$ cat src/rtl/mux2_arb_pkg.sv
// Shared types, request indices and sizing helpers for the two-requester
// burst arbiter and its mux datapath.
package mux2_arb_pkg;

   typedef enum logic {
      IDLE  = 1'b0,
      GRANT = 1'b1
   } arb_state_e;

   localparam logic REQ0 = 1'b0;
   localparam logic REQ1 = 1'b1;

   // One extra bit over clog2 so MAX_BURST=1 still gets a 1-bit counter.
   function automatic int unsigned beat_cnt_width(input int unsigned max_burst);
      return $clog2(max_burst) + 1;
   endfunction

endpackage : mux2_arb_pkg

$ cat src/rtl/two_to_one_mux_dp.sv
// Parameterised 2:1 data-flow multiplexer; select REQ1 picks b_i, else a_i.
module two_to_one_mux_dp
   import mux2_arb_pkg::*;
#(
   parameter int unsigned DATA_W = 8
) (
   input  logic              sel_i,
   input  logic [DATA_W-1:0] a_i,
   input  logic [DATA_W-1:0] b_i,
   output logic [DATA_W-1:0] y_o
);

   assign y_o = (sel_i == REQ1) ? b_i : a_i;

endmodule : two_to_one_mux_dp

$ cat src/rtl/mux2_rr_arbiter.sv
// Round-robin burst arbiter sharing one 2:1 valid/ready mux between two requesters.
// Define MUX2_ARB_FIXED_PRIO_EN to make requester 0 always win contention.
module mux2_rr_arbiter
   import mux2_arb_pkg::*;
#(
   parameter int unsigned DATA_W    = 8,
   parameter int unsigned MAX_BURST = 4
) (
   input  logic              clk,
   input  logic              rst,
   input  logic              in0_valid,
   input  logic [DATA_W-1:0] in0_data,
   output logic              in0_ready,
   input  logic              in1_valid,
   input  logic [DATA_W-1:0] in1_data,
   output logic              in1_ready,
   output logic              out_valid,
   output logic [DATA_W-1:0] out_data,
   input  logic              out_ready,
   output logic              sel,
   output logic              busy
);

   localparam int unsigned    CNT_W     = beat_cnt_width(MAX_BURST);
   localparam logic [CNT_W-1:0] LAST_BEAT = CNT_W'(MAX_BURST - 1);

   arb_state_e       state_q;
   logic             sel_q;
   logic             prio_q;
   logic             busy_q;
   logic [CNT_W-1:0] beat_cnt_q;

   logic sel_d;
   logic prio_d;
   logic granted_c;
   logic g_valid_c;
   logic xfer_c;
   logic last_c;
   logic release_c;

   // Valid/ready steering toward the granted requester, plus arbitration decode.
   always_comb begin
      granted_c = 1'b0;
      g_valid_c = 1'b0;
      out_valid = 1'b0;
      in0_ready = 1'b0;
      in1_ready = 1'b0;
      xfer_c    = 1'b0;
      last_c    = 1'b0;
      release_c = 1'b0;
      sel_d     = REQ0;
      prio_d    = prio_q;

      granted_c = (state_q == GRANT);
      g_valid_c = (sel_q == REQ1) ? in1_valid : in0_valid;
      out_valid = granted_c & g_valid_c;
      in0_ready = granted_c & (sel_q == REQ0) & out_ready;
      in1_ready = granted_c & (sel_q == REQ1) & out_ready;
      xfer_c    = out_valid & out_ready;
      last_c    = (beat_cnt_q == LAST_BEAT);
      // A dropped valid ends the burst even if the beat limit was not reached.
      release_c = granted_c & (~g_valid_c | (xfer_c & last_c));

      if (in0_valid && in1_valid) begin
         sel_d = prio_q;
      end else if (in1_valid) begin
         sel_d = REQ1;
      end else begin
         sel_d = REQ0;
      end

`ifdef MUX2_ARB_FIXED_PRIO_EN
      prio_d = REQ0;
`else
      prio_d = ~sel_q;
`endif
   end

   // Grant FSM with select, priority and beat counter.
   always_ff @(posedge clk or posedge rst) begin
      if (rst) begin
         state_q    <= IDLE;
         sel_q      <= REQ0;
         prio_q     <= REQ0;
         busy_q     <= 1'b0;
         beat_cnt_q <= '0;
      end else begin
         case (state_q)
            IDLE: begin
               if (in0_valid || in1_valid) begin
                  state_q    <= GRANT;
                  busy_q     <= 1'b1;
                  sel_q      <= sel_d;
                  beat_cnt_q <= '0;
               end
            end
            GRANT: begin
               if (release_c) begin
                  state_q    <= IDLE;
                  busy_q     <= 1'b0;
                  prio_q     <= prio_d;
                  beat_cnt_q <= '0;
               end else if (xfer_c) begin
                  beat_cnt_q <= beat_cnt_q + CNT_W'(1);
               end
            end
            default: begin
               state_q <= IDLE;
               busy_q  <= 1'b0;
            end
         endcase
      end
   end

   two_to_one_mux_dp #(
      .DATA_W (DATA_W)
   ) u_mux (
      .sel_i (sel_q),
      .a_i   (in0_data),
      .b_i   (in1_data),
      .y_o   (out_data)
   );

   assign sel  = sel_q;
   assign busy = busy_q;

endmodule : mux2_rr_arbiter

$ cat config.mk
export PLATFORM = sky130hd
export DESIGN_NAME = mux2_rr_arbiter
export DESIGN_NICKNAME = d
export VERILOG_FILES = /design/src/rtl/mux2_arb_pkg.sv /design/src/rtl/two_to_one_mux_dp.sv /design/src/rtl/mux2_rr_arbiter.sv
export SDC_FILE = /design/constraint.sdc
export NUM_CORES = 1
export LEC_CHECK = 0
export CORE_MARGIN = 2
export CORE_UTILIZATION = 33
export CTS_BUF_LIST = sky130_fd_sc_hd__clkbuf_16
export DETAILED_ROUTE_END_ITERATION = 7
export PLACE_DENSITY = 0.77
export SYNTH_ARGS = -nofsm -noshare
export SYNTH_HDL_FRONTEND = slang
export SYNTH_SLANG_ARGS = --single-unit
$ cat constraint.sdc
create_clock -name clk -period 1.79 [get_ports clk]
set_input_delay 0.2685 -clock clk [delete_from_list [all_inputs] [get_ports clk]]
set_output_delay 0.2685 -clock clk [all_outputs]
set_load 0.03 [all_outputs]
Word-level counts from Yosys, hierarchy flattened
Cells that the tools add are included.
- input port bits: 21
- register bits after elaboration: 7
- word-level logic and storage cells: 42
- multiplexer cells: 14
- add/sub/neg operators: 1
- reductions and logical operators: 6
- equal/unequal tests: 4
- bitwise gates (word level): 12
- operators with widths (kind ; count):
    2-to-1 mux 3 bit ; 3
    AND 1 bit ; 8
    2-to-1 mux 8 bit ; 1
    AND reduction 2 bit ; 4
    2-to-1 mux 1 bit ; 7
    one-hot mux 3 bit (2 select lines) ; 1
    one-hot mux 1 bit (2 select lines) ; 2
    adder 3 x 1 -> 3 bit, second input constant ; 1
    == test 3 x 2 -> 1 bit, second input constant ; 1
    inequality test 3 x 1 -> 1 bit, second input constant ; 1
    NOT 1 bit ; 3
    inequality test 2 x 1 -> 1 bit, second input constant ; 1
    inequality test 2 bit, second input constant ; 1
    logical AND 1 bit ; 1
    logical OR 1 bit ; 1
    OR 1 bit ; 1

Longest topological paths before layout
Gate-level depths: netlist of run 1.
- depth in word-level cells: 8
- depth in mapped cells: 5
- gate-level depth less buffers: 5

Modules after synthesis
Synthesis of run 1 repeated with hierarchy kept, for this count alone.
- cell total of the unflattened synthesis: 50
- area, all modules: 524.3 µm²
- modules (own cells, without submodules) (module ; seq. area each (µm²) ; instances ; cells an instance ; area an instance (µm²)):
    mux2_rr_arbiter ; 175.2 ; 1 ; 41 ; 392.9
    two_to_one_mux_dp ; 0.0 ; 1 ; 9 ; 131.4

Worst setup path after synthesis of run 1
Ideal clock, no wire load.
- path kind: register to output
- start: register sel_q (netlist: sel)
- end: output out_data[0]
- arrival time: 1265 ps
- cell stages (with the launch flop): 3
- setup slack: 257 ps
- path buffers: 1
- required time: 1521 ps
- path through: dfrtp_1 -> buf_2 -> mux2_2
- longest elaborated chain between the ends: 1
- ends and longest elaborated chain (element ; RTL line ; text):
    from (decl) ; mux2_rr_arbiter.sv:28 ; logic sel_q;
    from (signal assigned) ; mux2_rr_arbiter.sv:93 ; sel_q <= sel_d;
    2-to-1 mux 8 bit ; two_to_one_mux_dp.sv:13 ; assign y_o = (sel_i == REQ1) ? b_i : a_i;
    to (decl) ; mux2_rr_arbiter.sv:18 ; output logic [DATA_W-1:0] out_data,
No other way between the ends.

Worst setup path in the final report of run 1
- start: register sel_q (netlist: sel)
- end: output sel
- RTL lines (element ; RTL line ; text):
    to (decl) ; mux2_rr_arbiter.sv:20 ; output logic sel,
No word-level cell between the ends.

==> run_results.csv, run 1 <==
group,metric,value,unit
timing,fin_crit,1.71,ns
layout,nets,105,
global_routing,antenna_found_initial,0,
floorplan,dieArea,1740,um^2
synth,synth.distinct_cells,19,
placement,dpl.hpwl,943,um
synth,ys_ff_latch,7,
timing,slew_headroom,73.2,%
pwr,p_seq_share,20.6,%
floorplan,fp.coreArea,1320,um^2
clocking,clk_path_buf_depth,2,
floorplan,dieHeight,41.8,um
synth,synthesis.area,470,um^2
timing,grt_setup_unrepaired,"false",
synth,yosysWarnings,0,
synth,synth_top_cell_by_area,"dfrtp_1",
placement,place.gp.congestion,0.753,
synth,syn_nets,66,
layout,drive_gt1_share,35.8,%
pwr,swShare,38.2,%
synth,synth_area_leaders,"dfrtp_1, mux2_2, ha_1",
detailed_routing,m1WireLength,474,um
placement,port_buffers,33,
setup_path,crit_fanout,7,
status,status,"finished clean",
pwr,p_per_area,1590,nW/um^2
min_path,hp-class,"input port to asynchronous set/reset pin",
detailed_routing,wl_per_cell,11.1,um
setup_path,crit_path_cell_trace,"clkdlybuf4s50_1",
setup_path,crit_buf_inv,1,
timing,totalNegativeSetupSlack,0,ns
detailed_routing,dr_wl_met3,75,um
global_routing,grt_usage,13.6,%
layout,area_growth,87.2,%
floorplan,die_w,41.8,um
detailed_routing,post_drt_via_cell_ratio,4.72,
setup_path,critPathKind,"register to primary output",
floorplan,start_util,35.7,%
detailed_routing,post-route-drc-count,0,
timing,fin_crit_sh,95.5,%
setup_path,cp_top_family,"buffers and inverters",
global_routing,grt_pass1_vias,498,
clocking,clk_pin_slew_worst_paths,0.04,ns
clocking,cts_hold_buf,0,
detailed_routing,wirelength,1.06,mm
timing,setup_viol,0,
floorplan,pin_count,34,
setup_path,cp-end-kind,"primary output",
clocking,cts_buffers,3,
synth,synth_top_area_share,37.2,%
setup_path,cpPeakStageDelay,0.73,ns
global_routing,overflow,0,
flow_run,maxCapViolCount,0,
clocking,post_cts_buffers,0,
synth,avgSynthCellArea,10.9,um^2
detailed_routing,dr.pass1.iters,3,
detailed_routing,top_layer,"met3",
detailed_routing,ant_nets,0,
clocking,ctsHtreeMaxLevel,1,
detailed_routing,drt_iter0_markers,2,
clocking,worstSkewPairLatency,0.22,ns
pwr,clockPowerShare,25.9,%
setup_path,critical_path_arrival,1.44,ns
pwr,power.internal,0.866,mW
timing,clock.fmax,585,MHz
pwr,irDropWorstVdd,0.820,mV
pwr,comb_power_share,53.5,%
synth,yosysSeqAreaShare,37.2,%
detailed_routing,met2_length,514,um
pwr,switchingPower,0.536,mW
layout,utilization,66.9,%
timing,finClkSkew,0.000868,ns
global_routing,grt_max_degree,8,
clocking,clock-sinks,7,
setup_path,cpMaxStageDelayCell,"clkdlybuf4s50_1",
floorplan,rows,13,
detailed_routing,vias,453,
timing,worstMarginPinSlew,0.394,ns
layout,diodes,0,
clocking,cts_resized,0,
global_routing,grt_pass1_wl,1.89,mm
clocking,clock-root-buffer,"clkbuf_16",
pwr,p_leak,0.416,nW
setup_path,cp.required,1.52,ns
timing,final-max-slew-violation-count,0,
timing,hold_viol,0,
clocking,cts_tree,"built",
setup_path,start_kind,"register",
synth,synthCells,43,
## kinds of logic after synthesis
group / count (synthesis) / share of synthesized area [%]
AO/OA/AOI/OAI: 7 / 14.4
adder cells (fa/ha/maj): 2 / 5.32
buffers and inverters: 6 / 5.05
flip-flops: 7 / 37.2
multiplexers: 11 / 26.6
AND/OR/NAND/NOR: 10 / 11.4
## Yosys cell counts
| library cell | instances |
|---|---|
| o31ai_4 | 1 |
| o21ai_2 | 1 |
| a31oi_1 | 1 |
| mux2i_2 | 1 |
| buf_2 | 1 |
| dfrtp_1 | 7 |
| and3_1 | 1 |
| inv_1 | 5 |
| nor3_2 | 1 |
| a21oi_1 | 1 |
| mux2_2 | 9 |
| ha_1 | 2 |
| o2bb2ai_1 | 1 |
| or3_1 | 1 |
| and2_1 | 2 |
| nor2_1 | 3 |
| nand2_1 | 2 |
| a22o_1 | 2 |
| mux2i_1 | 1 |
## cells in the final DEF (no fill, tap or decap), types with 2 or more instances in the layout
cell / count
mux2_2: 9
clkdlybuf4s50_1: 22
nor2_1: 3
and2_1: 2
dfrtp_1: 7
clkbuf_16: 3
a22o_1: 2
ha_1: 2
buf_4: 13
nand2_1: 2
inv_1: 6
## metrics by stage
stage | worst slack (ns) | std cells | power, mW | instance area (um^2) | hold slack [ns]
floorplan | 0.257 | 43 | 0.762 | 470 | 0.0719
global placement | 0.171 | 92 | 1.03 | 802 | 0.474
detailed placement | 0.146 | 92 | 1.05 | 802 | 0.480
CTS | 0.0678 | 96 | 1.42 | 881 | 0.289
global route | 0.0213 | 96 | 1.48 | 881 | 0.309
finish | 0.0807 | 96 | 1.40 | 881 | 0.273
## registers in the layout, indices dropped and copies added, names as in the netlist
signal and cells:
sel 1, beat_cnt_q 3, busy 1, prio_q 1, granted_c 1
## area by class of cell
cell class,instances,area [um^2]
inverters,5,18.8
multi-input cells,30,272
clock buffers,3,75.1
fillers,111,437
repair buffers,35,318
clock inverters,1,3.75
flip-flops and latches,7,175
well taps,15,18.8
## path summary, 6_finish.rpt
check                           cells past startpoint              from  slack (ns)                   endpoint
max in group asynchronous                           2               rst        1.32  beat_cnt_q[1]$_DFFE_PP0P_
worst min register to register                      1  busy$_DFFE_PP0P_        0.49           busy$_DFFE_PP0P_
min in group clk                                    1  busy$_DFFE_PP0P_        0.49           busy$_DFFE_PP0P_
worst max-delay path                                1   sel$_DFFE_PP0P_        0.08                        sel
worst max register to register                      3   sel$_DFFE_PP0P_        0.36  beat_cnt_q[0]$_DFFE_PP0P_
worst min-delay path                                2               rst        0.27           busy$_DFFE_PP0P_
## routing by layer
metal | vias up | GRT usage [%]
met3 | 0 | 1.30
met2 | 24 | 24.1
met5 | - | 0
met4 | 0 | 7.74
li1 | 226 | -
met1 | 203 | 15.6
## power groups by stage
stage,clock network (mW),logic [mW],registers [mW]
5_1_grt,0.382,0.794,0.304
2_1_floorplan,0,0.448,0.313
3_3_place_gp,0,0.745,0.289
4_1_cts,0.369,0.758,0.291
3_5_place_dp,0,0.758,0.292
6_report,0.363,0.750,0.288
Note: power is estimated with default switching activity, not from simulation.
==> run 2: changes to the inputs <==
--- a/config.mk
+++ b/config.mk
@@ -10,6 +10,8 @@
 export CTS_BUF_LIST = sky130_fd_sc_hd__clkbuf_16
 export DETAILED_ROUTE_END_ITERATION = 7
 export PLACE_DENSITY = 0.77
+export SKIP_CTS_REPAIR_TIMING = 1
+export SLEW_MARGIN = 15
 export SYNTH_ARGS = -nofsm -noshare
 export SYNTH_HDL_FRONTEND = slang
 export SYNTH_SLANG_ARGS = --single-unit
==> constraint.sdc (replaced) <==
create_clock -name clk -period 1.85 [get_ports clk]
set_input_delay 0.2775 -clock clk [delete_from_list [all_inputs] [get_ports clk]]
set_output_delay 0.2775 -clock clk [all_outputs]
set_load 0.03 [all_outputs]
==> run 2 against run 1 <==
  * Critical path depth increased by 1
  * Cell count decreased by 1.0%
  * Sequential cell count unchanged
==> run_results.csv, run 2 (synthesized netlist as in run 1, its figures left out) <==
group,metric,value,unit
status,status,"finished clean",
detailed_routing,ant_nets,0,
placement,place_inst,91,
timing,final-max-slew-violation-count,0,
clocking,worstSkewPairLatency,0.23,ns
min_path,hp-class,"input port to asynchronous set/reset pin",
layout,instances_no_fill,95,
clocking,cts_tree,"built",
detailed_routing,wirelength,1.11,mm
placement,dpl.hpwl,871,um
global_routing,overflow,0,
detailed_routing,dr.pass1.iters,2,
global_routing,grt_usage,14.1,%
timing,hold_viol,0,
clocking,clock-root-buffer,"clkbuf_16",
placement,post-place-ws,0.0236,ns
clocking,clk_path_buf_depth,2,
floorplan,dieHeight,41.8,um
floorplan,die_w,41.8,um
clocking,clock-sinks,7,
detailed_routing,m1WireLength,484,um
floorplan,pin_count,34,
layout,largest_register_ffs,3,
detailed_routing,post-route-drc-count,0,
pwr,p_leak,0.482,nW
detailed_routing,dr_wl_met3,102,um
pwr,p_per_area,1520,nW/um^2
placement,port_buffers,33,
clocking,cts_buffers,3,
detailed_routing,top_layer,"met3",
floorplan,rows,13,
layout,drive_gt1_share,25.0,%
timing,grt_setup_unrepaired,"false",
setup_path,ff2ff_setup_slack,0.44,ns
setup_path,critPathKind,"register to primary output",
timing,setup_viol,0,
pwr,irDropWorstVdd,0.894,mV
setup_path,crit_fanout,14,
layout,utilization,70.3,%
setup_path,critical_path_arrival,1.41,ns
layout,diodes,0,
setup_path,cp-end-kind,"primary output",
timing,fin_ws,0.165,ns
timing,finClkSkew,0.00624,ns
global_routing,grt_pass1_wl,1.84,mm
layout,fill_cells,102,
layout,area_growth,96.8,%
timing,worstMarginPinSlew,0.397,ns
floorplan,fp.coreArea,1320,um^2
clocking,clk_pin_slew_worst_paths,0.04,ns
layout,final_cell_mix,"clkdlybuf4s50_1, mux2_2, dlymetal6s2s_1, dfrtp_1, inv_1",
timing,fin_crit,1.69,ns
detailed_routing,met2_length,524,um
setup_path,cp.required,1.57,ns
floorplan,dieArea,1740,um^2
detailed_routing,drt_iter0_markers,2,
detailed_routing,vias,455,
timing,clock.fmax,593,MHz
layout,mostFrequentLayoutCell,"clkdlybuf4s50_1",
timing,hold_slack,0.277,ns
clocking,ctsHtreeMaxLevel,1,
global_routing,grt_max_degree,15,
global_routing,antenna_found_initial,0,
flow_run,maxCapViolCount,0,
layout,nets,104,
timing,fin_crit_sh,91.1,%
layout,regMostFlops,"beat_cnt_q",
detailed_routing,wl_per_cell,11.7,um
detailed_routing,post_drt_via_cell_ratio,4.79,
global_routing,grt_pass1_vias,458,
pwr,p_total,1.41,mW
floorplan,start_util,35.7,%
timing,slew_headroom,73.0,%
setup_path,start_kind,"register",
placement,place.gp.congestion,0.714,
run 2: critical path, stage by stage, from the launching register on:
cell and delay, ns:
dfrtp_1 0.36, buf_12 0.15, clkdlybuf4s50_1 0.67
run 2: final timing paths:
path | startpoint | end | depth (start not counted)
max | sel$_DFFE_PP0P_ | sel | 2
min | rst | beat_cnt_q[2]$_DFFE_PP0P_ | 2
max reg2reg | sel$_DFFE_PP0P_ | beat_cnt_q[0]$_DFFE_PP0P_ | 4
min reg2reg | busy$_DFFE_PP0P_ | busy$_DFFE_PP0P_ | 1
max in group asynchronous | rst | prio_q$_DFFE_PP0P_ | 2
min in group clk | busy$_DFFE_PP0P_ | busy$_DFFE_PP0P_ | 1
run 2: per-stage QoR:
step	setup TNS, ns	instance area [um^2]
6_report	0	926
5_1_grt	0	926
4_1_cts	-0.767	906
3_5_place_dp	0	827
3_3_place_gp	0	827
2_1_floorplan	0	470
run 2: power breakdown:
| part | switching [mW] | internal (mW) | leakage [nW] |
|---|---|---|---|
| Sequential | 0.0454 | 0.212 | 0.0866 |
| Combinational | 0.406 | 0.374 | 0.353 |
| Clock | 0.0867 | 0.282 | 0.0423 |
| Total | 0.538 | 0.868 | 0.482 |
run 2: final cells by class:
cell class | count | area, um^2 | area share, %
repair buffers | 34 | 363 | 39.2
multi-input cells | 30 | 272 | 29.3
clock inverters | 1 | 3.75 | 0.405
well taps | 15 | 18.8 | 2.03
flip-flops and latches | 7 | 175 | 18.9
clock buffers | 3 | 75.1 | 8.11
inverters | 5 | 18.8 | 2.03
run 2: routing by layer:
| metal | GRT usage, % | up-vias |
|---|---|---|
| met5 | 0 | - |
| met4 | 11.6 | 0 |
| met3 | 3.48 | 0 |
| met2 | 21.3 | 24 |
| met1 | 16.8 | 203 |
| li1 | - | 228 |
